`src/rtl/conv_tile_scheduler.sv`:
```
// Multi-tile convolution sequencer: loops IFM tiles and output-channel groups around a
// single-tile engine, issuing IFM/WGT reads, conv starts and OFM writes with computed addresses.
module conv_tile_scheduler #(
  parameter int unsigned ADDR_WIDTH      = 64,
  parameter int unsigned CNT_WIDTH       = 16,
  parameter int unsigned IFM_TILE_BYTES  = 491520,
  parameter int unsigned WGT_GROUP_BYTES = 9216,
  parameter int unsigned OFM_TILE_BYTES  = 28672,
  parameter bit          PREFETCH        = 1'b1
) (
  input  logic                  clk,
  input  logic                  rst_n,
  input  logic                  op_start,
  input  logic [CNT_WIDTH-1:0]  cfg_num_tiles,
  input  logic [CNT_WIDTH-1:0]  cfg_co_groups,
  input  logic [ADDR_WIDTH-1:0] ifm_base,
  input  logic [ADDR_WIDTH-1:0] wgt_base,
  input  logic [ADDR_WIDTH-1:0] ofm_base,
  output logic                  ifm_req,
  output logic [ADDR_WIDTH-1:0] ifm_addr,
  input  logic                  ifm_done,
  output logic                  wgt_req,
  output logic [ADDR_WIDTH-1:0] wgt_addr,
  input  logic                  wgt_done,
  input  logic                  ifm_buf_rdy,
  input  logic                  wgt_rdy,
  output logic                  start_conv,
  input  logic                  end_conv,
  output logic                  ofm_req,
  output logic [ADDR_WIDTH-1:0] ofm_addr,
  input  logic                  ofm_done,
  output logic                  busy,
  output logic                  op_done,
  output logic [CNT_WIDTH-1:0]  tile_idx,
  output logic [CNT_WIDTH-1:0]  grp_idx
);

  typedef enum logic [3:0] {
    StIdle, StWgtFetch, StIfmFetch, StWaitRdy, StStart, StCompute, StWrite, StNext, StFinish
  } state_e;

  localparam logic [ADDR_WIDTH-1:0] IfmStride = ADDR_WIDTH'(IFM_TILE_BYTES);
  localparam logic [ADDR_WIDTH-1:0] WgtStride = ADDR_WIDTH'(WGT_GROUP_BYTES);
  localparam logic [ADDR_WIDTH-1:0] OfmStride = ADDR_WIDTH'(OFM_TILE_BYTES);

  function automatic logic [ADDR_WIDTH-1:0] widen(input logic [CNT_WIDTH-1:0] v);
    return ADDR_WIDTH'(v);
  endfunction

  state_e                state_q, state_d;
  logic [CNT_WIDTH-1:0]  num_tiles_q, num_tiles_d, co_groups_q, co_groups_d;
  logic [CNT_WIDTH-1:0]  tile_q, tile_d, grp_q, grp_d;
  logic [ADDR_WIDTH-1:0] ifm_base_q, ifm_base_d, wgt_base_q, wgt_base_d, ofm_base_q, ofm_base_d;
  logic [ADDR_WIDTH-1:0] ifm_addr_q, ifm_addr_d, wgt_addr_q, wgt_addr_d, ofm_addr_q, ofm_addr_d;
  logic                  ifm_req_q, ifm_req_d, wgt_req_q, wgt_req_d, ofm_req_q, ofm_req_d;
  logic                  start_conv_q, start_conv_d, busy_q, busy_d, op_done_q, op_done_d;
  logic                  pf_done_q, pf_done_d;

  logic [CNT_WIDTH:0]    tile_inc, grp_inc;
  logic                  more_tiles, more_grps;
  logic                  ifm_fin, wgt_fin, ofm_fin;
  logic [ADDR_WIDTH-1:0] ifm_next_addr, wgt_next_addr, ofm_cur_addr;

  assign tile_inc   = {1'b0, tile_q} + (CNT_WIDTH+1)'(1);
  assign grp_inc    = {1'b0, grp_q} + (CNT_WIDTH+1)'(1);
  assign more_tiles = tile_inc < {1'b0, num_tiles_q};
  assign more_grps  = grp_inc < {1'b0, co_groups_q};
  // A done only counts while its own request is outstanding.
  assign ifm_fin    = ifm_req_q & ifm_done;
  assign wgt_fin    = wgt_req_q & wgt_done;
  assign ofm_fin    = ofm_req_q & ofm_done;

  assign ifm_next_addr = ifm_base_q + widen(tile_inc[CNT_WIDTH-1:0]) * IfmStride;
  assign wgt_next_addr = wgt_base_q + widen(grp_inc[CNT_WIDTH-1:0]) * WgtStride;
  assign ofm_cur_addr  = ofm_base_q + (widen(grp_q) * widen(num_tiles_q) + widen(tile_q)) * OfmStride;

  always_comb begin
    state_d      = state_q;
    num_tiles_d  = num_tiles_q;
    co_groups_d  = co_groups_q;
    ifm_base_d   = ifm_base_q;
    wgt_base_d   = wgt_base_q;
    ofm_base_d   = ofm_base_q;
    tile_d       = tile_q;
    grp_d        = grp_q;
    ifm_addr_d   = ifm_addr_q;
    wgt_addr_d   = wgt_addr_q;
    ofm_addr_d   = ofm_addr_q;
    ifm_req_d    = ifm_req_q & ~ifm_done;
    wgt_req_d    = wgt_req_q & ~wgt_done;
    ofm_req_d    = ofm_req_q & ~ofm_done;
    start_conv_d = 1'b0;
    op_done_d    = 1'b0;
    busy_d       = busy_q;
    pf_done_d    = pf_done_q;

    unique case (state_q)
      StIdle: begin
        // The cycle carrying the previous job's op_done never accepts a new start.
        if (op_start && !op_done_q) begin
          if (cfg_num_tiles == '0 || cfg_co_groups == '0) begin
            state_d = StFinish;
          end else begin
            num_tiles_d = cfg_num_tiles;
            co_groups_d = cfg_co_groups;
            ifm_base_d  = ifm_base;
            wgt_base_d  = wgt_base;
            ofm_base_d  = ofm_base;
            tile_d      = '0;
            grp_d       = '0;
            pf_done_d   = 1'b0;
            busy_d      = 1'b1;
            ifm_req_d   = 1'b1;
            ifm_addr_d  = ifm_base;
            wgt_req_d   = 1'b1;
            wgt_addr_d  = wgt_base;
            state_d     = StWgtFetch;
          end
        end
      end
      StWgtFetch: begin
        if ((!wgt_req_q || wgt_done) && (!ifm_req_q || ifm_done)) state_d = StWaitRdy;
      end
      StIfmFetch: begin
        if (ifm_fin) state_d = StWaitRdy;
      end
      StWaitRdy: begin
        if (ifm_buf_rdy && wgt_rdy) begin
          start_conv_d = 1'b1;
          state_d      = StStart;
        end
      end
      StStart: begin
        state_d = StCompute;
        if (PREFETCH && more_tiles) begin
          ifm_req_d  = 1'b1;
          ifm_addr_d = ifm_next_addr;
        end
      end
      StCompute: begin
        if (ifm_fin) pf_done_d = 1'b1;
        if (end_conv) begin
          ofm_req_d  = 1'b1;
          ofm_addr_d = ofm_cur_addr;
          state_d    = StWrite;
        end
      end
      StWrite: begin
        if (ifm_fin) pf_done_d = 1'b1;
        if (ofm_fin) state_d = StNext;
      end
      StNext: begin
        if (more_tiles) begin
          if (pf_done_q || ifm_fin) begin
            tile_d    = tile_inc[CNT_WIDTH-1:0];
            pf_done_d = 1'b0;
            state_d   = StWaitRdy;
          end else if (!ifm_req_q) begin
            tile_d     = tile_inc[CNT_WIDTH-1:0];
            ifm_req_d  = 1'b1;
            ifm_addr_d = ifm_next_addr;
            state_d    = StIfmFetch;
          end
        end else if (more_grps) begin
          tile_d     = '0;
          grp_d      = grp_inc[CNT_WIDTH-1:0];
          wgt_req_d  = 1'b1;
          wgt_addr_d = wgt_next_addr;
          ifm_req_d  = 1'b1;
          ifm_addr_d = ifm_base_q;
          state_d    = StWgtFetch;
        end else begin
          state_d = StFinish;
        end
      end
      StFinish: begin
        op_done_d = 1'b1;
        busy_d    = 1'b0;
        state_d   = StIdle;
      end
      default: state_d = StIdle;
    endcase
  end

  always_ff @(posedge clk) begin
    if (!rst_n) begin
      state_q      <= StIdle;
      num_tiles_q  <= '0;
      co_groups_q  <= '0;
      ifm_base_q   <= '0;
      wgt_base_q   <= '0;
      ofm_base_q   <= '0;
      tile_q       <= '0;
      grp_q        <= '0;
      ifm_addr_q   <= '0;
      wgt_addr_q   <= '0;
      ofm_addr_q   <= '0;
      ifm_req_q    <= 1'b0;
      wgt_req_q    <= 1'b0;
      ofm_req_q    <= 1'b0;
      start_conv_q <= 1'b0;
      op_done_q    <= 1'b0;
      busy_q       <= 1'b0;
      pf_done_q    <= 1'b0;
    end else begin
      state_q      <= state_d;
      num_tiles_q  <= num_tiles_d;
      co_groups_q  <= co_groups_d;
      ifm_base_q   <= ifm_base_d;
      wgt_base_q   <= wgt_base_d;
      ofm_base_q   <= ofm_base_d;
      tile_q       <= tile_d;
      grp_q        <= grp_d;
      ifm_addr_q   <= ifm_addr_d;
      wgt_addr_q   <= wgt_addr_d;
      ofm_addr_q   <= ofm_addr_d;
      ifm_req_q    <= ifm_req_d;
      wgt_req_q    <= wgt_req_d;
      ofm_req_q    <= ofm_req_d;
      start_conv_q <= start_conv_d;
      op_done_q    <= op_done_d;
      busy_q       <= busy_d;
      pf_done_q    <= pf_done_d;
    end
  end

  assign ifm_req    = ifm_req_q;
  assign ifm_addr   = ifm_addr_q;
  assign wgt_req    = wgt_req_q;
  assign wgt_addr   = wgt_addr_q;
  assign ofm_req    = ofm_req_q;
  assign ofm_addr   = ofm_addr_q;
  assign start_conv = start_conv_q;
  assign busy       = busy_q;
  assign op_done    = op_done_q;
  assign tile_idx   = tile_q;
  assign grp_idx    = grp_q;

endmodule

```
`config.mk`:
```
export PLATFORM = sky130hd
export DESIGN_NAME = conv_tile_scheduler
export DESIGN_NICKNAME = d
export VERILOG_FILES = /design/src/rtl/conv_tile_scheduler.sv
export SDC_FILE = /design/constraint.sdc
export NUM_CORES = 2
export LEC_CHECK = 0
export ABC_AREA = 1
export CAP_MARGIN = 20
export CORE_ASPECT_RATIO = 0.5
export CORE_MARGIN = 2
export CORE_UTILIZATION = 64
export CTS_BUF_LIST = sky130_fd_sc_hd__clkbuf_4 sky130_fd_sc_hd__clkbuf_8
export CTS_CLUSTER_SIZE = 8
export DETAILED_ROUTE_END_ITERATION = 10
export GPL_ROUTABILITY_DRIVEN = 0
export HOLD_SLACK_MARGIN = 0.02
export PLACE_DENSITY = 0.89
export SYNTH_ARGS = -nofsm -noshare
export SYNTH_HDL_FRONTEND = slang
export SYNTH_SLANG_ARGS = --single-unit
```
`constraint.sdc`:
```
create_clock -name clk -period 17 [get_ports clk]
set_input_delay 4.25 -clock clk [delete_from_list [all_inputs] [get_ports clk]]
set_output_delay 4.25 -clock clk [all_outputs]
set_load 0.02 [all_outputs]
```
Word-level counts from Yosys, hierarchy flattened
Index checks and enable logic that the tools add are counted.

Flip-flop bits (word level): 459. Input bits: 233. Output and inout bits: 230. Word-level logic and storage cells: 152.

Add/subtract/negate cells: 6. Multipliers: 4. Magnitude comparators: 2. Equality and inequality tests: 25. Multiplexer cells: 61. Bitwise gates (word level): 9. Reduce and logical (&&, ||, !) cells: 27.

Operator list (count): $mux W64 (11); $pmux W64 S3 (1); $mux W16 (8); $pmux W64 S2 (1); $add A64 B30 Y64 (1); $add A64 B35 Y64 (1); $add A64 B48 Y64 (1); $pmux W16 S2 (2); $mux W4 (11); $mul A16 B4 Y20 const B (2); $mul A33 B3 Y36 const B (1); $add A16 B1 Y17 const B (2); $lt A17 B16 Y1 (2); $add A32 B16 Y33 (1); $logic_not A16 Y1 (2); $mul A16 B16 Y32 (1); $pmux W4 S8 (1); $ne A2 B2 Y1 const B (12); $mux W1 (22); $eq A4 B3 Y1 const B (4); $reduce_and A7 Y1 (2); $reduce_and A5 Y1 (2); $ne A3 B3 Y1 const B (3); $eq A4 B2 Y1 const B (2); 18 further kinds (38).

Longest topological paths before layout
Word-level depth: 7. Mapped depth: 57. Gate-level depth less buffers: 55.

Worst setup path before layout
Ideal clock, no wire load.

Path type: register to register. Start: register grp_q[8] (netlist: grp_idx[8]). End: register ofm_addr_q[35] (netlist: ofm_addr[35]). Setup time: 58 ps. Arrival: 9043 ps. Data required time: 16942 ps. Path slack: 7899 ps. Cell stages (with the launch flop): 44. Buffers on the path: 2. Period minus slack after synthesis: 9101 ps. Cells stage by stage: dfxtp_1 clkbuf_1 buf_1 nand2_1 fa_1 fa_1 fa_1 fa_1 inv_1 fa_1 inv_1 fa_1 inv_1 ha_1 nand2_1 nor2_1 nand2_1 nand2_1 (+8 left out) inv_1 a21oi_1 a21boi_0 nand2_1 a21oi_1 xnor2_1 ha_1 nand2_1 nor2_1 inv_1 nor2_1 inv_1 nor4_1 a21oi_1 or2_2 nand3_1 o211ai_1 inv_1.

Cells in the longest elaborated chain, start to end: 4.

Ends and longest elaborated chain: start, declared (RTL line 52) `logic [CNT_WIDTH-1:0] tile_q, tile_d, grp_q, grp_d;`; start signal, assigned (RTL line 213) `grp_q <= grp_d;`; $mul A16 B16 Y32 (RTL line 75) `assign ofm_cur_addr = ofm_base_q + (widen(grp_q) * widen(num_tiles_q) + widen(tile_q)) * OfmStride;`; $add A32 B16 Y33 (RTL line 75); $mul A33 B3 Y36 (RTL line 75); $add A64 B48 Y64 (RTL line 75); end signal, assigned (RTL line 216) `ofm_addr_q <= ofm_addr_d;`; end, declared (RTL line 54) `logic [ADDR_WIDTH-1:0] ifm_addr_q, ifm_addr_d, wgt_addr_q, wgt_addr_d, ofm_addr_q, ofm_addr_d;`.

No other way between the ends. A chain may end at the register's enable or synchronous reset.

Final worst setup path
Start: register grp_q[0] (netlist: grp_idx[0]). End: register ofm_addr_q[57] (netlist: ofm_addr[57]).

Same word-level chain as after synthesis.

==> out/summary.txt <==
outcome = finished, violations left
failing checks = design-rule violations
Hold Crit Depth = 2
Tightest Pin Transition = 1.129 ns
total power = 7205 µW
Clock Sinks = 459
die width = 368.4 µm
syn avg cell area = 6.540 µm²
Tmin final = 10.91 ns
Worst Path Class, Setup = reg -> reg
Vias/cell = 5.940
distinct cell type count after synthesis = 49
CP arrival = 11.55 ns
Cell Area, Placed = 0.04741 mm²
Root Buffer Master = clkbuf_8
startpoint type of the worst setup path = flip-flop
Fin Setup TNS = 0 ns
top post-synthesis cells by area = dfxtp_1 22%, nand2_1 14%, fa_1 13%
worst-path fanout max = 21
largest net degree at the start of global routing = 112
Core Area = 0.06532 mm²
clock buffer depth = 3
pwr/cell area = 147.6 mW/mm²
HP Class = reg -> reg
I/O pin count = 463
clock-pin slew on the worst setup and hold paths = 0.07 ns
Die Ht = 186.2 µm
Post-synth top flop = dfxtp_1
max_slew headroom = 24.17%
final clock skew = 0.05299 ns
antenna viol nets, final = 0
Port Buffers = 462
Max VDD drop = 164.2 µV
Leak = 0.02545 µW
share of layout cells above drive strength 1 = 2.791%
Setup violations, final = 0
WL final = 143300 µm
CTS hold repair buffers = 0
Worst setup startpoint = grp_idx[0]$_SDFFE_PN0P_
Worst EP required = 17.64 ns
Total Nets Final = 7628
first-pass GRT wire length = 223900 µm
Area growth, synth to finish = 14.92%
Post-CTS Setup Inserts = 0
Initial Utilization = 65.05%
Max Slew Vio Count = 0
Hold WS = 0.4495 ns
CTS H-tree depth = 3
setup slack, reg-to-reg = 6.09 ns
FF+latch area = 0.009189 mm²
R2R Path Start = grp_idx[0]$_SDFFE_PN0P_
crit path capture = ofm_addr[57]$_SDFFE_PN0P_
Filler Cells Inserted = 4933
Yosys top cell area share = 21.63%
Die ar. = 0.06859 mm²
post-CTS sizing = 0
ys async rst share = 0%
end of the worst register-to-register path = ofm_addr[57]$_SDFFE_PN0P_
syn nets = 7311
Fin. Hold Viols = 0
wire length per cell = 18.51 µm
final instance area = 0.04883 mm²
num rows = 66
yosys warns = 0
f_max = 91.66 MHz
overall routing resource usage = 40.95%
Worst setup EP type = flip-flop
RSZ-0062 raised after global routing = false
CP peak stage delay = 1.02 ns
Synth area leader = dfxtp_1
1st-iter DRT viols = 6038
number of CTS-inserted buffers = 72
Synth Register Bits = 459
Post-Synthesis Cells = 6497
post-DP HPWL = 108400 µm
via count = 45970
Multi-input gate area = 0.02817 mm²
initial antenna violation count = 9
worst r2r path cells = 37
CTS tree = done
part of the cycle the worst path needs = 64.18%
Max-Cap Viols = 0
Cell Area, Synth = 0.04249 mm²
EDFF count, synth = 0
DRC = 1
vias in the first global route = 43899
worst setup margin = 6.090 ns
Place WS = 6.730 ns
most used cell, CP = inv_1
Slowest cell on crit path = dfxtp_1
drt pass-1 iters = 11
post-synthesis sequential area ratio = 21.63%
clk_lat worst skew = 0.78 ns
grt total ovfl = 0
cells by family (layout without fill, tap and decap cells):
group | count (synthesis) | in the layout | share of synthesized area (%)
flops | 459 | 459 | 21.63
xor+xnor | 158 | 158 | 3.257
fa+ha+maj | 581 | 581 | 21.83
other cells | 0 | 11 | 0
mux | 6 | 6 | 0.1414
simple gates | 2939 | 2939 | 28.11
buf+inv | 1348 | 1695 | 12.14
compound gates | 1006 | 1006 | 12.90
where the power goes:
group          total (µW)  leakage, µW  internal (µW)  switching (µW)
clock                 950     0.000688            464             486
sequential           1670      0.00378           1370             297
combinational        4590       0.0210           1530            3060
total                7210       0.0254           3370            3840
layer usage:
metal  part of all wire (%)  track usage (%)
met5                 0.0091                0
met4                    6.7            25.39
met3                     13            12.12
met2                     43            63.56
met1                     37            50.59
synth_stat cells, types with 3 or more instances:
| library cell | n |
|---|---|
| a21boi_0 | 8 |
| a21o_1 | 26 |
| a21oi_1 | 403 |
| a31oi_1 | 12 |
| and3_1 | 4 |
| buf_1 | 14 |
| buf_2 | 33 |
| buf_4 | 5 |
| buf_6 | 5 |
| clkbuf_1 | 190 |
| dfxtp_1 | 459 |
| fa_1 | 267 |
| ha_1 | 314 |
| inv_1 | 1088 |
| inv_2 | 10 |
| mux2i_1 | 6 |
| nand2_1 | 1566 |
| nand2_2 | 4 |
| nand3_1 | 359 |
| nand3_2 | 3 |
| nand3b_1 | 6 |
| nand4_1 | 63 |
| nor2_1 | 816 |
| nor2_2 | 5 |
| nor3_1 | 59 |
| nor4_1 | 21 |
| o2111ai_1 | 3 |
| o211a_1 | 19 |
| o211ai_1 | 28 |
| o21a_1 | 17 |
| o21ai_0 | 443 |
| o21bai_1 | 34 |
| o221ai_1 | 3 |
| o31ai_1 | 3 |
| or2_2 | 26 |
| xnor2_1 | 55 |
| xor2_1 | 103 |
critical path: cells and delay by family, from the launching register on:
family | cells | cell delay, ns
buf+inv | 9 | 0.71
flops | 1 | 1.02
fa+ha+maj | 10 | 4.74
xor+xnor | 2 | 1.05
compound gates | 5 | 1.24
simple gates | 11 | 2.06
state kept, by name, indices dropped and copies added (netlist names), 4 cells and up:
| register | count |
|---|---|
| num_tiles_q | 16 |
| ofm_base_q | 64 |
| grp_idx | 16 |
| tile_idx | 16 |
| ifm_base_q | 64 |
| wgt_base_q | 64 |
| co_groups_q | 16 |
| ofm_addr | 64 |
| wgt_addr | 64 |
| state_q | 4 |
| ifm_addr | 64 |
placed cells by master (no fill, tap or decap), types with 11 or more instances in the layout:
| cell | count |
|---|---|
| ha_1 | 314 |
| a31oi_1 | 12 |
| nand2_1 | 1565 |
| o21a_1 | 17 |
| or2_2 | 26 |
| nand4_1 | 63 |
| buf_4 | 26 |
| o211ai_1 | 28 |
| nand3_1 | 359 |
| nor2_1 | 815 |
| inv_1 | 1087 |
| xnor2_1 | 55 |
| xor2_1 | 103 |
| nor3_1 | 59 |
| fa_1 | 267 |
| dfxtp_1 | 459 |
| clkdlybuf4s50_1 | 461 |
| clkbuf_4 | 14 |
| a21o_1 | 26 |
| diode_2 | 11 |
| inv_2 | 11 |
| o21bai_1 | 34 |
| clkbuf_8 | 81 |
| o21ai_0 | 443 |
| a21oi_1 | 403 |
| nor4_1 | 21 |
| o211a_1 | 19 |
area by class of cell:
class	instances	area share [%]
Antenna cell	11	0.05637
Clock buffer	95	2.498
Clock inverter	9	0.1717
Inverter	1100	8.471
Multi-Input combinational cell	4690	57.68
Sequential cell	459	18.82
Tap cell	884	2.265
Timing Repair Buffer	491	10.03
metrics by stage:
stage | std cells | utilization [%]
6_report | 7739 | 74.75
5_1_grt | 7736 | 74.74
4_1_cts | 7724 | 74.58
3_5_place_dp | 7620 | 72.59
3_3_place_gp | 7620 | 72.59
2_1_floorplan | 6497 | -
worst min path at each step:
stage          slack (ns)                            to                          from
6_report             0.45      ofm_addr[5]$_SDFFE_PN0P_    ofm_base_q[5]$_SDFFE_PN0P_
5_1_grt              0.48      ofm_addr[5]$_SDFFE_PN0P_    ofm_base_q[5]$_SDFFE_PN0P_
4_1_cts              0.45      ofm_addr[5]$_SDFFE_PN0P_    ofm_base_q[5]$_SDFFE_PN0P_
3_5_place_dp         0.45      ofm_addr[2]$_SDFFE_PN0P_    ofm_base_q[2]$_SDFFE_PN0P_
3_3_place_gp         0.44      ofm_addr[2]$_SDFFE_PN0P_    ofm_base_q[2]$_SDFFE_PN0P_
2_1_floorplan        0.44  co_groups_q[11]$_SDFFE_PN0P_  co_groups_q[11]$_SDFFE_PN0P_
(Power assumes the default switching activity.)
